--- config.mk ---
export PLATFORM = sky130hd
export DESIGN_NAME = program_loader_flat
export DESIGN_NICKNAME = d
export VERILOG_FILES = /design/src/rtl/program_loader_if.sv /design/src/rtl/program_loader.sv /design/src/flat_wrapper.sv
export SDC_FILE = /design/constraint.sdc
export NUM_CORES = 1
export LEC_CHECK = 0
export CORE_MARGIN = 5
export CORE_UTILIZATION = 55
export CTS_CLUSTER_SIZE = 24
export DETAILED_ROUTE_END_ITERATION = 7
export GPL_TIMING_DRIVEN = 0
export PLACE_DENSITY = 0.81
export SYNTH_ARGS = -nofsm -noshare
export SYNTH_HDL_FRONTEND = slang
export SYNTH_SLANG_ARGS = --single-unit
--- constraint.sdc ---
create_clock -name clk -period 2.18 [get_ports clk]
set_input_delay 0.327 -clock clk [delete_from_list [all_inputs] [get_ports clk]]
set_output_delay 0.327 -clock clk [all_outputs]
set_load 0.005 [all_outputs]
--- src/rtl/program_loader_if.sv ---
// Byte-stream input and program-memory write port shared by the loader and its host.
interface program_loader_if #(
  parameter int DATA_WIDTH = 32
);
  logic                  start;
  logic                  byte_valid;
  logic [7:0]            byte_data;
  logic                  byte_ready;
  logic                  write_enable;
  logic [DATA_WIDTH-1:0] write_address;
  logic [DATA_WIDTH-1:0] write_data;
  logic                  cpu_hold;
  logic                  done;
  logic                  error;

  modport slave (
    input  start, byte_valid, byte_data,
    output byte_ready, write_enable, write_address, write_data, cpu_hold, done, error
  );

  modport master (
    output start, byte_valid, byte_data,
    input  byte_ready, write_enable, write_address, write_data, cpu_hold, done, error
  );
endinterface

--- src/rtl/program_loader.sv ---
// Loads a word-count header plus big-endian instruction words into program memory.
// 5 cycles per word on an unstalled stream; byte_ready is low outside header/data collection.
module program_loader #(
  parameter int                    MEMORY_DEPTH = 32,
  parameter int                    DATA_WIDTH   = 32,
  parameter logic [DATA_WIDTH-1:0] BASE_ADDRESS = 32'h0040_0000
) (
  input  logic            clk,
  input  logic            reset,
  program_loader_if.slave bus
);
  localparam logic [2:0] S_IDLE   = 3'd0;
  localparam logic [2:0] S_HDR_HI = 3'd1;
  localparam logic [2:0] S_HDR_LO = 3'd2;
  localparam logic [2:0] S_DATA   = 3'd3;
  localparam logic [2:0] S_WRITE  = 3'd4;
  localparam logic [2:0] S_DONE   = 3'd5;
  localparam logic [2:0] S_ERROR  = 3'd6;

  localparam logic [31:0]           DEPTH_LIMIT = 32'(MEMORY_DEPTH);
  localparam logic [DATA_WIDTH-1:0] ADDR_STEP   = DATA_WIDTH'(4);

  logic [2:0]            state;
  logic [7:0]            n_hi;
  logic [15:0]           n_words;
  logic [15:0]           word_index;
  logic [1:0]            byte_cnt;
  logic [DATA_WIDTH-1:0] addr_q;
  logic [DATA_WIDTH-1:0] data_q;

  logic        ready;
  logic        accept;
  logic [15:0] hdr_n;
  logic [15:0] next_index;
  logic [4:0]  lane_lsb;

  assign ready      = (state == S_HDR_HI) || (state == S_HDR_LO) || (state == S_DATA);
  assign accept     = bus.byte_valid && ready;
  assign hdr_n      = {n_hi, bus.byte_data};
  assign next_index = word_index + 16'd1;
  // First byte of a word lands in the top lane.
  assign lane_lsb   = {~byte_cnt, 3'b000};

  always_ff @(posedge clk or negedge reset) begin
    if (!reset) begin
      state      <= S_IDLE;
      n_hi       <= 8'd0;
      n_words    <= 16'd0;
      word_index <= 16'd0;
      byte_cnt   <= 2'd0;
      addr_q     <= BASE_ADDRESS;
      data_q     <= '0;
    end else begin
      case (state)
        S_IDLE: begin
          word_index <= 16'd0;
          byte_cnt   <= 2'd0;
          addr_q     <= BASE_ADDRESS;
          if (bus.start) state <= S_HDR_HI;
        end
        S_HDR_HI: begin
          if (accept) begin
            n_hi  <= bus.byte_data;
            state <= S_HDR_LO;
          end
        end
        S_HDR_LO: begin
          if (accept) begin
            n_words <= hdr_n;
            if (hdr_n == 16'd0)                   state <= S_DONE;
            else if ({16'd0, hdr_n} > DEPTH_LIMIT) state <= S_ERROR;
            else                                  state <= S_DATA;
          end
        end
        S_DATA: begin
          if (accept) begin
            data_q[lane_lsb +: 8] <= bus.byte_data;
            byte_cnt              <= byte_cnt + 2'd1;
            if (byte_cnt == 2'd3) state <= S_WRITE;
          end
        end
        S_WRITE: begin
          word_index <= next_index;
          addr_q     <= addr_q + ADDR_STEP;
          state      <= (next_index == n_words) ? S_DONE : S_DATA;
        end
        S_DONE: state <= S_IDLE;
        S_ERROR: begin
          if (bus.start) begin
            word_index <= 16'd0;
            byte_cnt   <= 2'd0;
            addr_q     <= BASE_ADDRESS;
            state      <= S_HDR_HI;
          end
        end
        default: state <= S_IDLE;
      endcase
    end
  end

  assign bus.byte_ready    = ready;
  assign bus.write_enable  = (state == S_WRITE);
  assign bus.write_address = addr_q;
  assign bus.write_data    = data_q;
  assign bus.cpu_hold      = (state != S_IDLE) && (state != S_ERROR);
  assign bus.done          = (state == S_DONE);
  assign bus.error         = (state == S_ERROR);
endmodule

--- src/flat_wrapper.sv ---
// flat-port wrapper written by rule: the top's interface ports become plain ports
module program_loader_flat 
#(
  parameter int                    MEMORY_DEPTH = 32,
  parameter int                    DATA_WIDTH   = 32,
  parameter logic [DATA_WIDTH-1:0] BASE_ADDRESS = 32'h0040_0000
)
  (clk, reset, bus_start, bus_byte_valid, bus_byte_data, bus_byte_ready, bus_write_enable, bus_write_address, bus_write_data, bus_cpu_hold, bus_done, bus_error);
  program_loader_if #(.DATA_WIDTH(DATA_WIDTH)) bus_i ();
  input  logic clk;
  input  logic reset;
  input wire logic [$bits(bus_i.start)-1:0] bus_start;
  input wire logic [$bits(bus_i.byte_valid)-1:0] bus_byte_valid;
  input wire logic [$bits(bus_i.byte_data)-1:0] bus_byte_data;
  output wire logic [$bits(bus_i.byte_ready)-1:0] bus_byte_ready;
  output wire logic [$bits(bus_i.write_enable)-1:0] bus_write_enable;
  output wire logic [$bits(bus_i.write_address)-1:0] bus_write_address;
  output wire logic [$bits(bus_i.write_data)-1:0] bus_write_data;
  output wire logic [$bits(bus_i.cpu_hold)-1:0] bus_cpu_hold;
  output wire logic [$bits(bus_i.done)-1:0] bus_done;
  output wire logic [$bits(bus_i.error)-1:0] bus_error;
  assign bus_i.start = bus_start;
  assign bus_i.byte_valid = bus_byte_valid;
  assign bus_i.byte_data = bus_byte_data;
  assign bus_byte_ready = bus_i.byte_ready;
  assign bus_write_enable = bus_i.write_enable;
  assign bus_write_address = bus_i.write_address;
  assign bus_write_data = bus_i.write_data;
  assign bus_cpu_hold = bus_i.cpu_hold;
  assign bus_done = bus_i.done;
  assign bus_error = bus_i.error;
  program_loader #(.MEMORY_DEPTH(MEMORY_DEPTH), .DATA_WIDTH(DATA_WIDTH), .BASE_ADDRESS(BASE_ADDRESS)) u_core (.clk(clk), .reset(reset), .bus(bus_i));
endmodule
Yosys cells after proc, flatten, opt, wreduce, memory -nomap -nowiden
Cells that the tools add are included.

Register bits: 109. Output and inout port bits: 69. Bits of input ports: 12.

Muxes and demuxes: 17. Add/subtract/negate cells: 4. Reduce and logical (&&, ||, !) cells: 16. $lt $le $gt $ge: 1. Equal/unequal tests: 15. Bitwise operators: 1. Shifts and indexed selects: 2.

Operator list (number): 32-bit case mux with 3 select lines (1); 16-bit case mux with 3 select lines (1); 32-bit by 3-bit adder with 32-bit output, second input constant (1); 32-bit bitwise mux (1); 32-bit two-way mux (1); 8-bit by 7-bit variable shift with 32-bit output, first input constant (1); 8-bit by 7-bit variable part select with 32-bit output (1); 3-bit two-way mux (8); 16-bit by 1-bit adder with 16-bit output, second input constant (1); 16-bit == test (1); 16-bit by 6-bit > comparator with 1-bit output, second input constant (1); 16-bit logical NOT (1); 16-bit two-way mux (1); 3-bit case mux with 5 select lines (1); 3-bit == test, second input constant (3); 3-bit nonzero test (3); 2-bit by 1-bit inequality test with 1-bit output, second input constant (4); 2-bit AND reduction (4); 5-bit negation with 7-bit output (1); 3-bit by 2-bit == test with 1-bit output, second input constant (2); 2-bit case mux with 3 select lines (1); 5-bit AND reduction (1); 2-bit two-way mux (2); 2-bit inequality test, second input constant (2); 10 further kinds (12).

Longest topological paths before layout
Depth after elaboration: 6. Gate-level depth with buffers: 9. Depth with buffers taken out: 7.

Least setup slack after synthesis
No wires, ideal clock.

Kind: reg-to-reg. Start: reg u_core.word_index[0]. End: reg u_core.state[1]. Stages on the path, launching flop included: 9. Required time: 2041 ps. Setup slack: 189 ps. Arrival: 1853 ps. Setup time: 139 ps. Clock period less this slack: 1991 ps. Path buffers: 1. Cells stage by stage: dfrtp_1 -> ha_1 -> and3_2 -> buf_4 -> and3_1 -> and3_1 -> xnor2_1 -> nor4_1 -> a31oi_1.

Longest elaborated chain between the ends: 4.

Ends and longest elaborated chain: from (decl) (line program_loader.sv:26) `logic [15:0] word_index;`; from (signal assigned) (line program_loader.sv:83) `word_index <= next_index;`; 16-bit by 1-bit adder with 16-bit output (line program_loader.sv:40) `assign next_index = word_index + 16'd1;`; 16-bit == test (line program_loader.sv:85) `state <= (next_index == n_words) ? S_DONE : S_DATA;`; 3-bit two-way mux (line program_loader.sv:85); 3-bit case mux with 5 select lines (line program_loader.sv:54) `case (state)`; to (signal assigned) (line program_loader.sv:85); to (decl) (line program_loader.sv:23) `logic [2:0] state;`.

Every way passes these cells. A chain may end at the register's enable or synchronous reset.

Worst setup path in the final report
Start: reg u_core.word_index[0]. End: reg u_core.state[2].

The elaborated chain is that of the path after synthesis.

==> impl_metrics.tcl <==
set metrics [dict create \
    status "finished clean" \
    hold_violations 0 \
    arrival_ns 2.40 \
    wl_per_cell_um 17.2 \
    die_h_um 110 \
    nNetsFinal 681 \
    slew_violations 0 \
    dp_cells 777 \
    max_freq_mhz 477 \
    numCtsBuffers 9 \
    yosysTopAreaCell "dfrtp_1" \
    dr.pass1.iters 5 \
    rows 36 \
    ys_ff_latch 107 \
    clk_pin_slew_ns 0.10 \
    worst_setup_path_end_kind "flip-flop" \
    antenna_found_initial 0 \
    r2r_start "u_core.word_index[0]" \
    critPathKind "flip-flop to flip-flop" \
    async_flop_share_pct 100 \
    nFillCells 744 \
    htree_num_levels 3 \
    fp.dieArea_mm2 0.0121 \
    synth.avg_cell_area_um2 9.75 \
    initial_core_util_pct 56.3 \
    drt_iter0_markers 271 \
    grt_pass1_wl_mm 22.5 \
    synth_warnings 0 \
    core_mm2 0.00977 \
    worstPathMaxFanout 7 \
    p_sw_uw 2390 \
    maxCapViolations 0 \
    grt_start_max_net_pins 76 \
    yosys-top-cells-count "108 x nand2_1, 106 x dfrtp_1, 64 x o21ai_0" \
    peakVddDrop_uv 471 \
    required_ns 2.49 \
    ff2ff_setup_slack_ns 0.09 \
    final_util_pct 70.0 \
    cts_tree "yes" \
    cp-endpoint "u_core.state[2]" \
    drive_gt1_share_pct 15.6 \
    rr_endpoint "u_core.state[2]" \
    ant_nets 0 \
    synthTopCellsByArea "dfrtp_1 48%, nand2_1 7.4%, o21ai_0 5.8%" \
    clock_latency_ns 0.38 \
    skew_ns 0.0177 \
    overflow 0 \
    clk_path_buf_depth 2 \
    rsz0062_at_grt "no" \
    grt_pass1_vias 4485 \
    setup_viol 0 \
    synthCells 565 \
    synth-main-ff-cell "dfrtp_1" \
    synth_most_common_cell "nand2_1" \
    gp_congestion 0.887 \
    worst-r2r-cell-count 9 \
    num_antenna_cells 0 \
    fin_setup_tns_ns 0 \
    fp.dieW_um 110 \
    netlist.area_leader.share_pct 48.2 \
    slew_headroom_pct 55.1 \
    hpwl_mm 9.53 \
    wl_mm 13.7 \
    p_int_uw 4130 \
    crit_start "u_core.word_index[0]" \
    period_share_pct 96.1 \
    p_seq_share_pct 42.3 \
    remaining_drc_errors 0 \
    stdcell_count 800 \
    p_comb_share_pct 38.7 \
    grt_usage_pct 23.7 \
    clkPwrFrac_pct 19.0 \
    routed_via_density 5.82 \
    cts.sinks 107 \
    p_sw_share_pct 36.6 \
    ys_types 61 \
    syn2layout_area_growth_pct 24.3 \
    port_buffers 77 \
    hold_path.class "input pin to flip-flop" \
    synth_area_mm2 0.00551 \
    root_buffer "clkbuf_8" \
    ys_seq_area_share_pct 48.6 \
    synth_edf_count 0 \
    p_leak_uw 0.00284 \
    cp-start-kind "flip-flop" \
    vias 4654 \
    worst_pin_slew_ns 0.670 \
    finalCriticalPeriod_ns 2.09 \
    pwr_density_cell_mw_per_mm2 953 \
    io_pins 81 \
]
[cell families after synthesis]
logic type	Yosys count	synth area share, %
AND/OR/NAND/NOR	222	21.1
AO/OA/AOI/OAI	115	12.4
buffers and inverters	44	4.04
other	1	0.0681
adder cells (fa/ha/maj)	7	1.59
XOR/XNOR	43	6.84
flip-flops	107	48.6
multiplexers	26	5.29
[routing by layer]
| layer | share of wire [%] | vias to the layer above | global-route usage (%) |
|---|---|---|---|
| met5 | 0 | - | 0 |
| met4 | 2.2 | 0 | 8.28 |
| met3 | 6.1 | 28 | 5.01 |
| met2 | 49 | 163 | 38.5 |
| met1 | 43 | 2305 | 31.7 |
| li1 | - | 2158 | - |
[cell type report]
| type | count | area [um2] | share of cell area [%] |
|---|---|---|---|
| clock buffer | 11 | 131 | 1.92 |
| timing repair buffer | 85 | 857 | 12.5 |
| multi-input combinational | 415 | 2700 | 39.4 |
| sequential | 107 | 2680 | 39.2 |
| inverter | 17 | 70.1 | 1.02 |
| tap | 133 | 166 | 2.43 |
| clock inverter | 5 | 63.8 | 0.933 |
| buffer | 27 | 175 | 2.56 |
[cell usage in the layout, fill, tap and decap left out, types with 14 or more instances in the layout]
master           count
clkdlybuf4s50_1     72
a21oi_1             16
buf_4               14
dfrtp_1            104
xor2_1              19
inv_1               15
xnor2_1             24
nand2_1            107
o21ai_0             64
nor2_1              31
mux2_2              25
[metrics by stage]
stage	cell area (um2)	setup slack (ns)	power [uW]	hold slack (ns)
floorplan	5510	0.189	4200	0.0314
global placement	6450	-3.16	4940	0.469
detailed placement	6470	-0.438	5050	0.306
CTS	6770	0.00207	6410	0.411
global route	6840	0.00399	6910	0.395
finish	6840	0.0856	6520	0.403
[worst max-delay path, stage by stage (launching register included)]
cell and delay (ns):
dfrtp_2 0.42, buf_4 0.15, and4_4 0.20, buf_6 0.12
and3_4 0.18, buf_6 0.11, mux2i_1 0.18, nand3_1 0.13
nor4_4 0.34, a31o_1 0.19
[power by group through the flow]
stage / combinational, uW / sequential, uW / clock [uW]
after global routing: 2760 / 2800 / 1340
after floorplan: 1510 / 2690 / 0
final: 2530 / 2760 / 1240
after global placement: 2180 / 2760 / 0
after CTS: 2410 / 2740 / 1260
after detailed placement: 2260 / 2780 / 0
[sequential cells by signal (all words and copies together), names as in the netlist]
register,count
u_core.word_index,16
u_core.byte_cnt,2
u_core.bus.write_address,30
u_core.state,3
u_core.n_words,16
u_core.n_hi,8
u_core.bus.write_data,32
[worst min path at each step]
stage / from / to / slack [ns] / depth (start not counted)
after floorplan: reset / u_core.bus.write_address[10] / 0.03 / 0
after global placement: u_core.bus.write_data[23] / u_core.bus.write_data[23] / 0.47 / 2
after detailed placement: reset / u_core.bus.write_address[20] / 0.31 / 1
after CTS: bus_byte_data[5] / u_core.bus.write_data[29] / 0.41 / 3
after global routing: bus_byte_data[6] / u_core.bus.write_data[30] / 0.39 / 3
final: bus_byte_data[7] / u_core.bus.write_data[31] / 0.40 / 3
[what timing repair did]
action | CTS | global route
endpoints found under the hold margin | 32 | 0
hold buffers | 1 | 0
gates cloned | 0 | 0
pin swaps | 0 | 3
setup endpoints to repair | 26 | 39
buffers inserted | 4 | 2
gates resized for setup | 19 | 13
(Power assumes the default switching activity.)
